[src/rtl/rect_pkg.sv]
// Shared constants for the RECTANGLE-80 round datapath:
// round count, S-box table and round-controller FSM encodings.
package rect_pkg;

  localparam int NR_DEF      = 25;
  localparam int ROUND_W_DEF = 5;

  // Entry n sits at SBOX[n]; entry 15 is the leftmost nibble.
  localparam logic [15:0][3:0] SBOX =
    64'h24F8_D30B_97E1_AC56;

  typedef enum logic [1:0] {
    ST_IDLE   = 2'd0,
    ST_RUN    = 2'd1,
    ST_WHITEN = 2'd2
  } rect_state_e;

  function automatic logic [3:0] sbox_f(
    input logic [3:0] n
  );
    return SBOX[n];
  endfunction

endpackage

[src/rtl/sub_column_state.sv]
// RECTANGLE SubColumn layer: 16 parallel 4-bit S-boxes, one per column.
// Ports: iv_s0..3 in rows, ov_s0..3 substituted rows (combinational).
module sub_column_state
  import rect_pkg::*;
(
  input  logic [15:0] iv_s0,
  input  logic [15:0] iv_s1,
  input  logic [15:0] iv_s2,
  input  logic [15:0] iv_s3,
  output logic [15:0] ov_s0,
  output logic [15:0] ov_s1,
  output logic [15:0] ov_s2,
  output logic [15:0] ov_s3
);

  logic [3:0] col;
  logic [3:0] sub;

  always_comb begin
    ov_s0 = '0;
    ov_s1 = '0;
    ov_s2 = '0;
    ov_s3 = '0;
    col   = '0;
    sub   = '0;
    for (int j = 0; j < 16; j++) begin
      // Column nibble takes row0 as its LSB.
      col = {iv_s3[j], iv_s2[j], iv_s1[j], iv_s0[j]};
      sub = sbox_f(col);
      ov_s0[j] = sub[0];
      ov_s1[j] = sub[1];
      ov_s2[j] = sub[2];
      ov_s3[j] = sub[3];
    end
  end

endmodule

[src/rtl/rect_subcol_round_ctrl.sv]
// RECTANGLE-80 round state register, key add + SubColumn, final whitening.
// Ports: i_clk/i_rst, i_start, iv_pt*, iv_rk*, ov_round_idx, ov_sc* (to
// ShiftRow), iv_ps* (from ShiftRow), o_busy, o_done, ov_ct*.
// Macro RECT_BACK_TO_BACK_EN: accept i_start in WHITEN and go straight to RUN.
module rect_subcol_round_ctrl
  import rect_pkg::*;
#(
  parameter int NR      = NR_DEF,
  parameter int ROUND_W = ROUND_W_DEF
) (
  input  logic               i_clk,
  input  logic               i_rst,
  input  logic               i_start,
  input  logic [15:0]        iv_pt0,
  input  logic [15:0]        iv_pt1,
  input  logic [15:0]        iv_pt2,
  input  logic [15:0]        iv_pt3,
  input  logic [15:0]        iv_rk0,
  input  logic [15:0]        iv_rk1,
  input  logic [15:0]        iv_rk2,
  input  logic [15:0]        iv_rk3,
  output logic [ROUND_W-1:0] ov_round_idx,
  output logic [15:0]        ov_sc0,
  output logic [15:0]        ov_sc1,
  output logic [15:0]        ov_sc2,
  output logic [15:0]        ov_sc3,
  input  logic [15:0]        iv_ps0,
  input  logic [15:0]        iv_ps1,
  input  logic [15:0]        iv_ps2,
  input  logic [15:0]        iv_ps3,
  output logic               o_busy,
  output logic               o_done,
  output logic [15:0]        ov_ct0,
  output logic [15:0]        ov_ct1,
  output logic [15:0]        ov_ct2,
  output logic [15:0]        ov_ct3
);

  rect_state_e st_q, st_d;
  logic [3:0][15:0] s_q, s_d;
  logic [3:0][15:0] ct_q, ct_d;
  logic [ROUND_W-1:0] idx_q, idx_d;
  logic done_q, done_d;

  logic [3:0][15:0] pt, rk, ps, x;

  assign pt = {iv_pt3, iv_pt2, iv_pt1, iv_pt0};
  assign rk = {iv_rk3, iv_rk2, iv_rk1, iv_rk0};
  assign ps = {iv_ps3, iv_ps2, iv_ps1, iv_ps0};
  assign x  = s_q ^ rk;

  sub_column_state u_sc (
    .iv_s0 (x[0]),
    .iv_s1 (x[1]),
    .iv_s2 (x[2]),
    .iv_s3 (x[3]),
    .ov_s0 (ov_sc0),
    .ov_s1 (ov_sc1),
    .ov_s2 (ov_sc2),
    .ov_s3 (ov_sc3)
  );

  always_comb begin
    st_d   = st_q;
    s_d    = s_q;
    ct_d   = ct_q;
    idx_d  = idx_q;
    done_d = 1'b0;
    unique case (st_q)
      ST_IDLE: begin
        if (i_start) begin
          s_d   = pt;
          idx_d = '0;
          st_d  = ST_RUN;
        end
      end
      ST_RUN: begin
        s_d   = ps;
        idx_d = idx_q + ROUND_W'(1);
        if (idx_q == ROUND_W'(NR - 1)) begin
          st_d = ST_WHITEN;
        end
      end
      ST_WHITEN: begin
        ct_d   = x;
        done_d = 1'b1;
        idx_d  = '0;
        st_d   = ST_IDLE;
`ifdef RECT_BACK_TO_BACK_EN
        if (i_start) begin
          s_d  = pt;
          st_d = ST_RUN;
        end
`endif
      end
      default: st_d = ST_IDLE;
    endcase
  end

  always_ff @(posedge i_clk or posedge i_rst) begin
    if (i_rst) begin
      st_q   <= ST_IDLE;
      s_q    <= '0;
      ct_q   <= '0;
      idx_q  <= '0;
      done_q <= 1'b0;
    end else begin
      st_q   <= st_d;
      s_q    <= s_d;
      ct_q   <= ct_d;
      idx_q  <= idx_d;
      done_q <= done_d;
    end
  end

  assign ov_round_idx = idx_q;
  assign o_busy = (st_q == ST_RUN) || (st_q == ST_WHITEN);
  assign o_done = done_q;
  assign ov_ct0 = ct_q[0];
  assign ov_ct1 = ct_q[1];
  assign ov_ct2 = ct_q[2];
  assign ov_ct3 = ct_q[3];

endmodule

[config.mk]
export PLATFORM = sky130hd
export DESIGN_NAME = rect_subcol_round_ctrl
export DESIGN_NICKNAME = d
export VERILOG_FILES = /design/src/rtl/rect_pkg.sv /design/src/rtl/sub_column_state.sv /design/src/rtl/rect_subcol_round_ctrl.sv
export SDC_FILE = /design/constraint.sdc
export NUM_CORES = 1
export LEC_CHECK = 0
export BUFFER_PORTS_ARGS = -buffer_cell sky130_fd_sc_hd__buf_2
export CORE_MARGIN = 3
export CORE_UTILIZATION = 35
export CTS_BUF_LIST = sky130_fd_sc_hd__clkbuf_8
export DETAILED_ROUTE_END_ITERATION = 10
export GPL_TIMING_DRIVEN = 0
export SLEW_MARGIN = 0
export SYNTH_ARGS = -nofsm -noshare
export SYNTH_HDL_FRONTEND = slang
export SYNTH_SLANG_ARGS = --single-unit
[constraint.sdc]
create_clock -name i_clk -period 4.1 [get_ports i_clk]
set_input_delay 0 -clock i_clk [delete_from_list [all_inputs] [get_ports i_clk]]
set_output_delay 0 -clock i_clk [all_outputs]
set_load 0.02 [all_outputs]
==> results of run 1 <==
-- worst max-delay path by stage --
stage	startpoint	endpoint	slack (ps)	cells past startpoint
floorplan	i_rst	o_done$_DFF_PP0_	460	1
detailed placement	st_q[0]$_DFFE_PP0P_	ov_ct1[0]$_DFFE_PP0P_	1990	6
global route	st_q[1]$_DFFE_PP0P_	s_q[48]$_DFFE_PP0P_	1500	8
finish	st_q[1]$_DFFE_PP0P_	s_q[48]$_DFFE_PP0P_	1640	8
global placement	i_rst	s_q[21]$_DFFE_PP0P_	-1460	2
CTS	st_q[1]$_DFFE_PP0P_	s_q[48]$_DFFE_PP0P_	1620	8
-- routing by layer --
metal	up-vias	wire length [um]
li1	4173	-
met1	4002	14100
met2	278	15800
met3	51	1770
met4	0	830
met5	-	0
-- logic make-up after synthesis --
family                   count (synthesis)  synth area share
AO/OA/AOI/OAI                          224             0.133
XOR/XNOR                               108             0.133
adder cells (fa/ha/maj)                 71             0.101
buffers and inverters                   88            0.0456
flip-flops                             136             0.386
multiplexers                            89             0.103
AND/OR/NAND/NOR                        216            0.0999
-- Yosys cell counts --
master	n	area share
dfrtp_1	136	0.39
nand2_1	115	0.049
o21ai_0	105	0.060
nor2_1	79	0.034
mux2i_1	77	0.087
a21oi_1	76	0.043
ha_1	71	0.10
xnor2_1	57	0.057
inv_1	52	0.022
o21ai_1	22	0.012
xor2_1	21	0.021
buf_2	19	0.011
xnor2_2	18	0.033
o211ai_1	15	0.013
mux2_2	12	0.015
xor2_2	12	0.022
clkbuf_1	7	0.0030
nand2b_1	7	0.0050
buf_6	5	0.0064
nand3_1	5	0.0028
a211oi_1	4	0.0034
clkbuf_2	3	0.0017
nand3b_1	3	0.0026
buf_4	2	0.0017
nor3_1	2	0.0011
nor4b_2	2	0.0034
a31oi_1	1	0.00071
nand4b_1	1	0.00099
nor2b_1	1	0.00071
nor3b_1	1	0.00085
o21a_1	1	0.00085
-- cell usage in the layout, fill, tap and decap left out, types with 7 or more instances in the layout --
cell and count:
buf_2 348, dlygate4sd3_1 175, dfrtp_1 136, nand2_1 115, o21ai_0 105, nor2_1 79
mux2i_1 77, a21oi_1 76, ha_1 71, xnor2_1 57, inv_1 53, o21ai_1 22
xor2_1 21, xnor2_2 18, clkbuf_8 18, o211ai_1 15, xor2_2 12, mux2_2 12
clkbuf_1 7, nand2b_1 7
-- cell type report --
class | instances | area share
plain buffers | 36 | 0.0158
well taps | 324 | 0.0309
clock buffers | 18 | 0.0189
diodes | 1 | 0.000191
flip-flops and latches | 136 | 0.259
inverters | 52 | 0.0153
repair buffers | 505 | 0.261
multi-input cells | 708 | 0.383
clock inverters | 13 | 0.0156
-- critical path, delay by kind of cell (launching register included) --
| family | cells | cell delay (ps) |
|---|---|---|
| mux | 1 | 260 |
| flops | 1 | 410 |
| compound gates | 1 | 90 |
| fa+ha+maj | 1 | 150 |
| buf+inv | 5 | 1400 |
-- power by group through the flow --
| stage | Combinational, mW | Sequential (mW) | Clock [mW] |
|---|---|---|---|
| 2_1_floorplan | 4.30 | 1.96 | 0 |
| 3_3_place_gp | 6.19 | 2.00 | 0 |
| 3_5_place_dp | 6.28 | 2.02 | 0 |
| 4_1_cts | 6.65 | 1.99 | 1.33 |
| 5_1_grt | 7.27 | 2.03 | 1.39 |
| 6_report | 6.60 | 1.98 | 1.30 |
-- sequential cells by signal, summed over array words and instances (netlist names) --
| register | flops |
|---|---|
| ov_ct3 | 16 |
| ov_ct2 | 16 |
| s_q | 64 |
| ov_ct0 | 16 |
| o_done | 1 |
| ov_round_idx | 5 |
| ov_ct1 | 16 |
| st_q | 2 |
-- stage by stage --
step                hold slack [ps]  setup WS, ps  utilization  area [um^2]  cells
floorplan                       182           461            -         8830    932
global placement                273         -1460        0.443        10900   1585
detailed placement              134          1990        0.445        10900   1586
CTS                            6.57          1620        0.535        13100   1792
global route                   25.2          1500        0.535        13100   1793
finish                         32.2          1640        0.535        13100   1793
-- timing repair --
item / in CTS / in global routing
hold buffers: 175 / 0
hold endpoints to repair: 172 / 0
setup buffers: 0 / 0
==> out/metrics.csv, run 1 <==
stage;metric;value;unit
die;boundaryPins;330;
detailed_routing;totalWireLength;32500;um
placement;dp.final_hpwl;23100;um
pwr;sw_frac_of_total;0.501;
min_path;hold_depth;3;
detailed_routing;detail-route-antenna-nets;0;
grt;globalRouteMet1Util;0.302;
grt;grt_max_degree;75;
grt;top_usage_layer;met2;
timing;finalHoldViolations;0;
critical_path;critical_path.reg2reg.endpoint;s_q[48]$_DFFE_PP0P_;
clocking;cts_buffer_depth;2;
min_path;origin_of_the_worst_min_delay_path;iv_rk1[5];
die;floorplan.rows;57;
critical_path;r2r.worst_path.cells;8;
grt;met2_usage;0.403;
clocking;cts-buffers-inserted;17;
detailed_routing;route.detailed.wl_per_inst;18.2;um
timing;finClkSkew;11.0;ps
timing;max_freq;0.406;GHz
detailed_routing;detail_route.first_pass.iterations;5;
placement;io_buffers;329;
pwr;power_frac_seq;0.200;
detailed_routing;drt_iter0_markers;487;
clocking;cts.reportedPaths.clkPinSlew;80;ps
clocking;later_pin_clock_latency_in_the_skew_report;450;ps
grt;grt_pass1_wl;48100;um
pwr;combinationalPowerShare;0.668;
clocking;tritoncts_num_sinks;136;
critical_path;endpoint_kind;flop;
logic_synthesis;syn_area_per_cell;9.47;um^2
cells_and_area;register_area;3400;um^2
status;run_status;finished clean;
pwr;leakagePower;6.34;nW
min_path;worst_hold_path_type;in -> reg;
timing;fin_setup_tns;0;ps
timing;finalSetupViolCount;0;
critical_path;critical_path.cell_chain;inv_1 > ha_1 > buf_2 > buf_6 > buf_4 > mux2i_1 > dlygate4sd3_1 > o21ai_0;
logic_synthesis;post_synth_instance_area;8830;um^2
cells_and_area;drive_above_1_share;0.295;
grt;antenna_found_initial;1;
critical_path;timing.critical_path.from_type;flop;
pwr;net-switching-power;4.95;mW
cells_and_area;fillCellCount;2252;
clocking;cts.repair.resized;0;
grt;number_of_global_route_vias_before_repair;8563;
timing;rsz0062_at_grt;no;
grt;total_grt_overflow;0;
critical_path;worstPathRequired;4400;ps
detailed_routing;viasPerCell;4.74;
clocking;tritoncts;built;
pwr;peak_supply_drop;0.586;mV
pwr;finalPower;9.89;mW
logic_synthesis;sequential_area_share_after_synthesis;0.386;
pwr;clockPowerShare;0.132;
die;coreArea;24500;um^2
min_path;hold_ep;ov_ct1[5]$_DFFE_PP0P_;
clocking;root_buffer;clkbuf_8;
pwr;powerDensity;754;nW/um^2
die;floorplan.die_area;27200;um^2
critical_path;timing.critical_path.arrival;2760;ps
clocking;cts_max_level;4;
critical_path;library_cell_contributing_the_largest_single_delay_on_the_critical_path;dlygate4sd3_1;
logic_synthesis;cells_after_synthesis;932;
die;dieWidth;165;um
critical_path;critical_path_class;reg -> reg;
die;floorplan.initialDensity;0.360;
logic_synthesis;yosys_warnings;0;
cells_and_area;final_nets;1722;
critical_path;timing.critical_path.slowest_cell_delay;610;ps
critical_path;r2r_slack;1640;ps
timing;worst_pin_slew;886;ps
timing;timing_max_transition_violations_final;0;
placement;globalplace.congestion;0.831;
timing;max-slew-margin-rel;0.410;
timing;post-route-period-util;0.600;
logic_synthesis;synth.distinct_cells;31;
job;max_cap_violations;0;
logic_synthesis;postSynthNetCount;1198;
grt;grt.total_usage;0.236;
pwr;cellInternalPower;4.93;mW
logic_synthesis;postSynthRegisterBits;136;
cells_and_area;area.growth.synth_to_final;48.6;%
detailed_routing;via_count;8504;
critical_path;worst-path-max-fanout;10;
detailed_routing;remaining_drc_errors;0;
grt;groute.layer.met3.usage;0.0414;
timing;min_period;2460;ps
critical_path;worst_r2r_startpoint;st_q[1]$_DFFE_PP0P_;
cells_and_area;multi_input_comb_area;5020;um^2
die;die-height;165;um
Power figures use the tool's default switching activity.
==> run 2: changes to the inputs <==
- clock period: 4.1 -> 2 ns (I/O delays scaled with it)
==> out/metrics.csv, run 2 (synthesized netlist as in run 1, its figures left out) <==
stage;metric;value;unit
status;run_status;finished, violations left;
status;violations;setup timing;
grt;grt.total_usage;0.257;
placement;globalplace.congestion;0.833;
placement;detailed_place.area;10900;um^2
cells_and_area;drive_above_1_share;0.415;
placement;io_buffers;329;
grt;total_grt_overflow;0;
detailed_routing;detail_route.first_pass.iterations;5;
min_path;hold_depth;3;
cells_and_area;final_common_cell;buf_2;
die;dieWidth;165;um
timing;layout_setup_ws;-11.7;ps
timing;finalSetupViolCount;1;
cells_and_area;regMostFlops;s_q;
critical_path;worstPathRequired;2000;ps
clocking;root_buffer;clkbuf_8;
critical_path;r2r.worst_path.cells;7;
critical_path;critical_path.n_buffers_inverters;2;
detailed_routing;remaining_drc_errors;0;
critical_path;timing.critical_path.arrival;2010;ps
pwr;finalPower;24.0;mW
cells_and_area;highest_count_cells_in_the_layout_ignoring_fill_and_taps;308 x buf_2, 174 x dlygate4sd3_1, 130 x dfrtp_1;
critical_path;timing.critical_path.from_type;flop;
die;floorplan.initialDensity;0.360;
detailed_routing;via_count;9099;
grt;antenna_found_initial;2;
cells_and_area;area.growth.synth_to_final;66.9;%
timing;finalHoldViolations;0;
clocking;later_pin_clock_latency_in_the_skew_report;440;ps
clocking;tritoncts_num_sinks;136;
critical_path;endpoint_kind;primary output;
critical_path;worst_r2r_startpoint;st_q[1]$_DFFE_PP0P_;
critical_path;critical_path.reg2reg.endpoint;s_q[48]$_DFFE_PP0P_;
detailed_routing;viasPerCell;4.86;
timing;rsz0062_at_grt;yes;
timing;finClkSkew;12.7;ps
die;floorplan.die_area;27200;um^2
die;floorplan.rows;57;
detailed_routing;drt_iter0_markers;447;
critical_path;crit_cells;7;
clocking;cts_max_level;4;
clocking;cts.reportedPaths.clkPinSlew;80;ps
timing;max-slew-margin-rel;0.509;
die;die-height;165;um
pwr;powerDensity;1630;nW/um^2
clocking;cts-buffers-inserted;17;
pwr;leakagePower;7.00;nW
timing;post-route-period-util;1.01;
detailed_routing;totalWireLength;36700;um
grt;grt_pass1_wl;51800;um
job;max_cap_violations;0;
critical_path;timing.critical_path.slowest_cell_delay;410;ps
critical_path;critical_path_class;reg -> out;
min_path;origin_of_the_worst_min_delay_path;iv_rk2[7];
timing;timing_max_transition_violations_final;0;
cells_and_area;largest_register_ffs;64;
clocking;tritoncts;built;
pwr;peak_supply_drop;1.30;mV
critical_path;critical_path.cell_chain;xnor2_2 > inv_2 > ha_4 > nand2b_4 > o21ai_2 > o21ai_1 > buf_4;
cells_and_area;finish.instance_area;14700;um^2
timing;min_period;2010;ps
detailed_routing;detail-route-antenna-nets;0;
critical_path;worst-path-max-fanout;4;
placement;dp.final_hpwl;23400;um
cells_and_area;final_nets;1802;
timing;max_freq;0.497;GHz
min_path;worst_hold_path_type;in -> reg;
min_path;hold_ep;ov_ct2[7]$_DFFE_PP0P_;
timing;worst_pin_slew;735;ps
clocking;cts_buffer_depth;2;
detailed_routing;route.detailed.wl_per_inst;19.6;um
critical_path;worst_path_dominant_cell_family;flip-flops;
critical_path;library_cell_contributing_the_largest_single_delay_on_the_critical_path;dfrtp_1;
grt;number_of_global_route_vias_before_repair;9069;
critical_path;r2r_slack;130;ps
grt;grt_max_degree;40;
die;coreArea;24500;um^2
die;boundaryPins;330;
run 2: cell types whose count changed in the layout (fill, tap and decap cells not counted), sizes merged:
| cell | before | now |
|---|---|---|
| diode | 1 | 2 |
| dlygate4sd3 | 175 | 174 |
| bufinv | 5 | 4 |
| clkbuf | 28 | 27 |
| buf | 356 | 437 |
| clkinv | 5 | 4 |
| inv | 54 | 57 |
run 2: area by class of cell:
type                            count  area [um^2]
Clock inverter                     14          170
Tap cell                          324          405
Antenna cell                        2         5.00
Fill cell                        2049         9810
Clock buffer                       17          234
Multi-Input combinational cell    708         5900
Timing Repair Buffer              586         4170
Sequential cell                   136         3410
Inverter                           52          199
Buffer                             35          225
run 2: power breakdown:
group	switching (mW)	internal (mW)	total [mW]	leakage, nW
combinational	9.69	7.59	17.3	5.27
sequential	0.838	3.45	4.29	1.50
clock	1.12	1.33	2.45	0.227
run 2: worst max-delay path by stage:
| stage | from | slack (ps) | to |
|---|---|---|---|
| floorplan | i_rst | 310 | o_done$_DFF_PP0_ |
| global placement | i_rst | -790 | ov_ct2[5]$_DFFE_PP0P_ |
| detailed placement | st_q[0]$_DFFE_PP0P_ | -190 | ov_ct1[9]$_DFFE_PP0P_ |
| CTS | s_q[7]$_DFFE_PP0P_ | -60 | ov_sc3[7] |
| global route | s_q[7]$_DFFE_PP0P_ | -120 | ov_sc1[7] |
| finish | s_q[7]$_DFFE_PP0P_ | -10 | ov_sc3[7] |
run 2: per-stage QoR:
step	hold slack (ps)	cells	utilization	TNS [ps]	setup slack, ps
after floorplan	182	932	-	0	307
after global placement	274	1585	0.444	-108730	-791
after detailed placement	157	1588	0.446	-3370	-188
after CTS	2.77	1836	0.569	-150	-63.3
after global routing	2.95	1874	0.600	-1010	-119
final	15.1	1874	0.600	-11.7	-11.7
run 2: metal layers:
metal	GRT usage	share of wire	wire length, um
met2	0.435	0.50	18300
met5	0	0	0
met1	0.322	0.41	14900
met4	0.101	0.037	1340
met3	0.0537	0.059	2160
run 2: tightest hold or removal path, delay by kind of cell:
family	cells	cell delay, ps
XOR/XNOR	1	200
buffers and inverters	1	130
AO/OA/AOI/OAI	1	90
run 2: timing repair:
action | 4_1_cts | 5_1_grt
pin swaps | 46 | 58
setup endpoints to repair | 89 | 104
cloned | 0 | 0
hold endpoints to repair | 135 | 0
hold buffers | 174 | 0
setup buffers | 43 | 37
resized for setup | 115 | 119
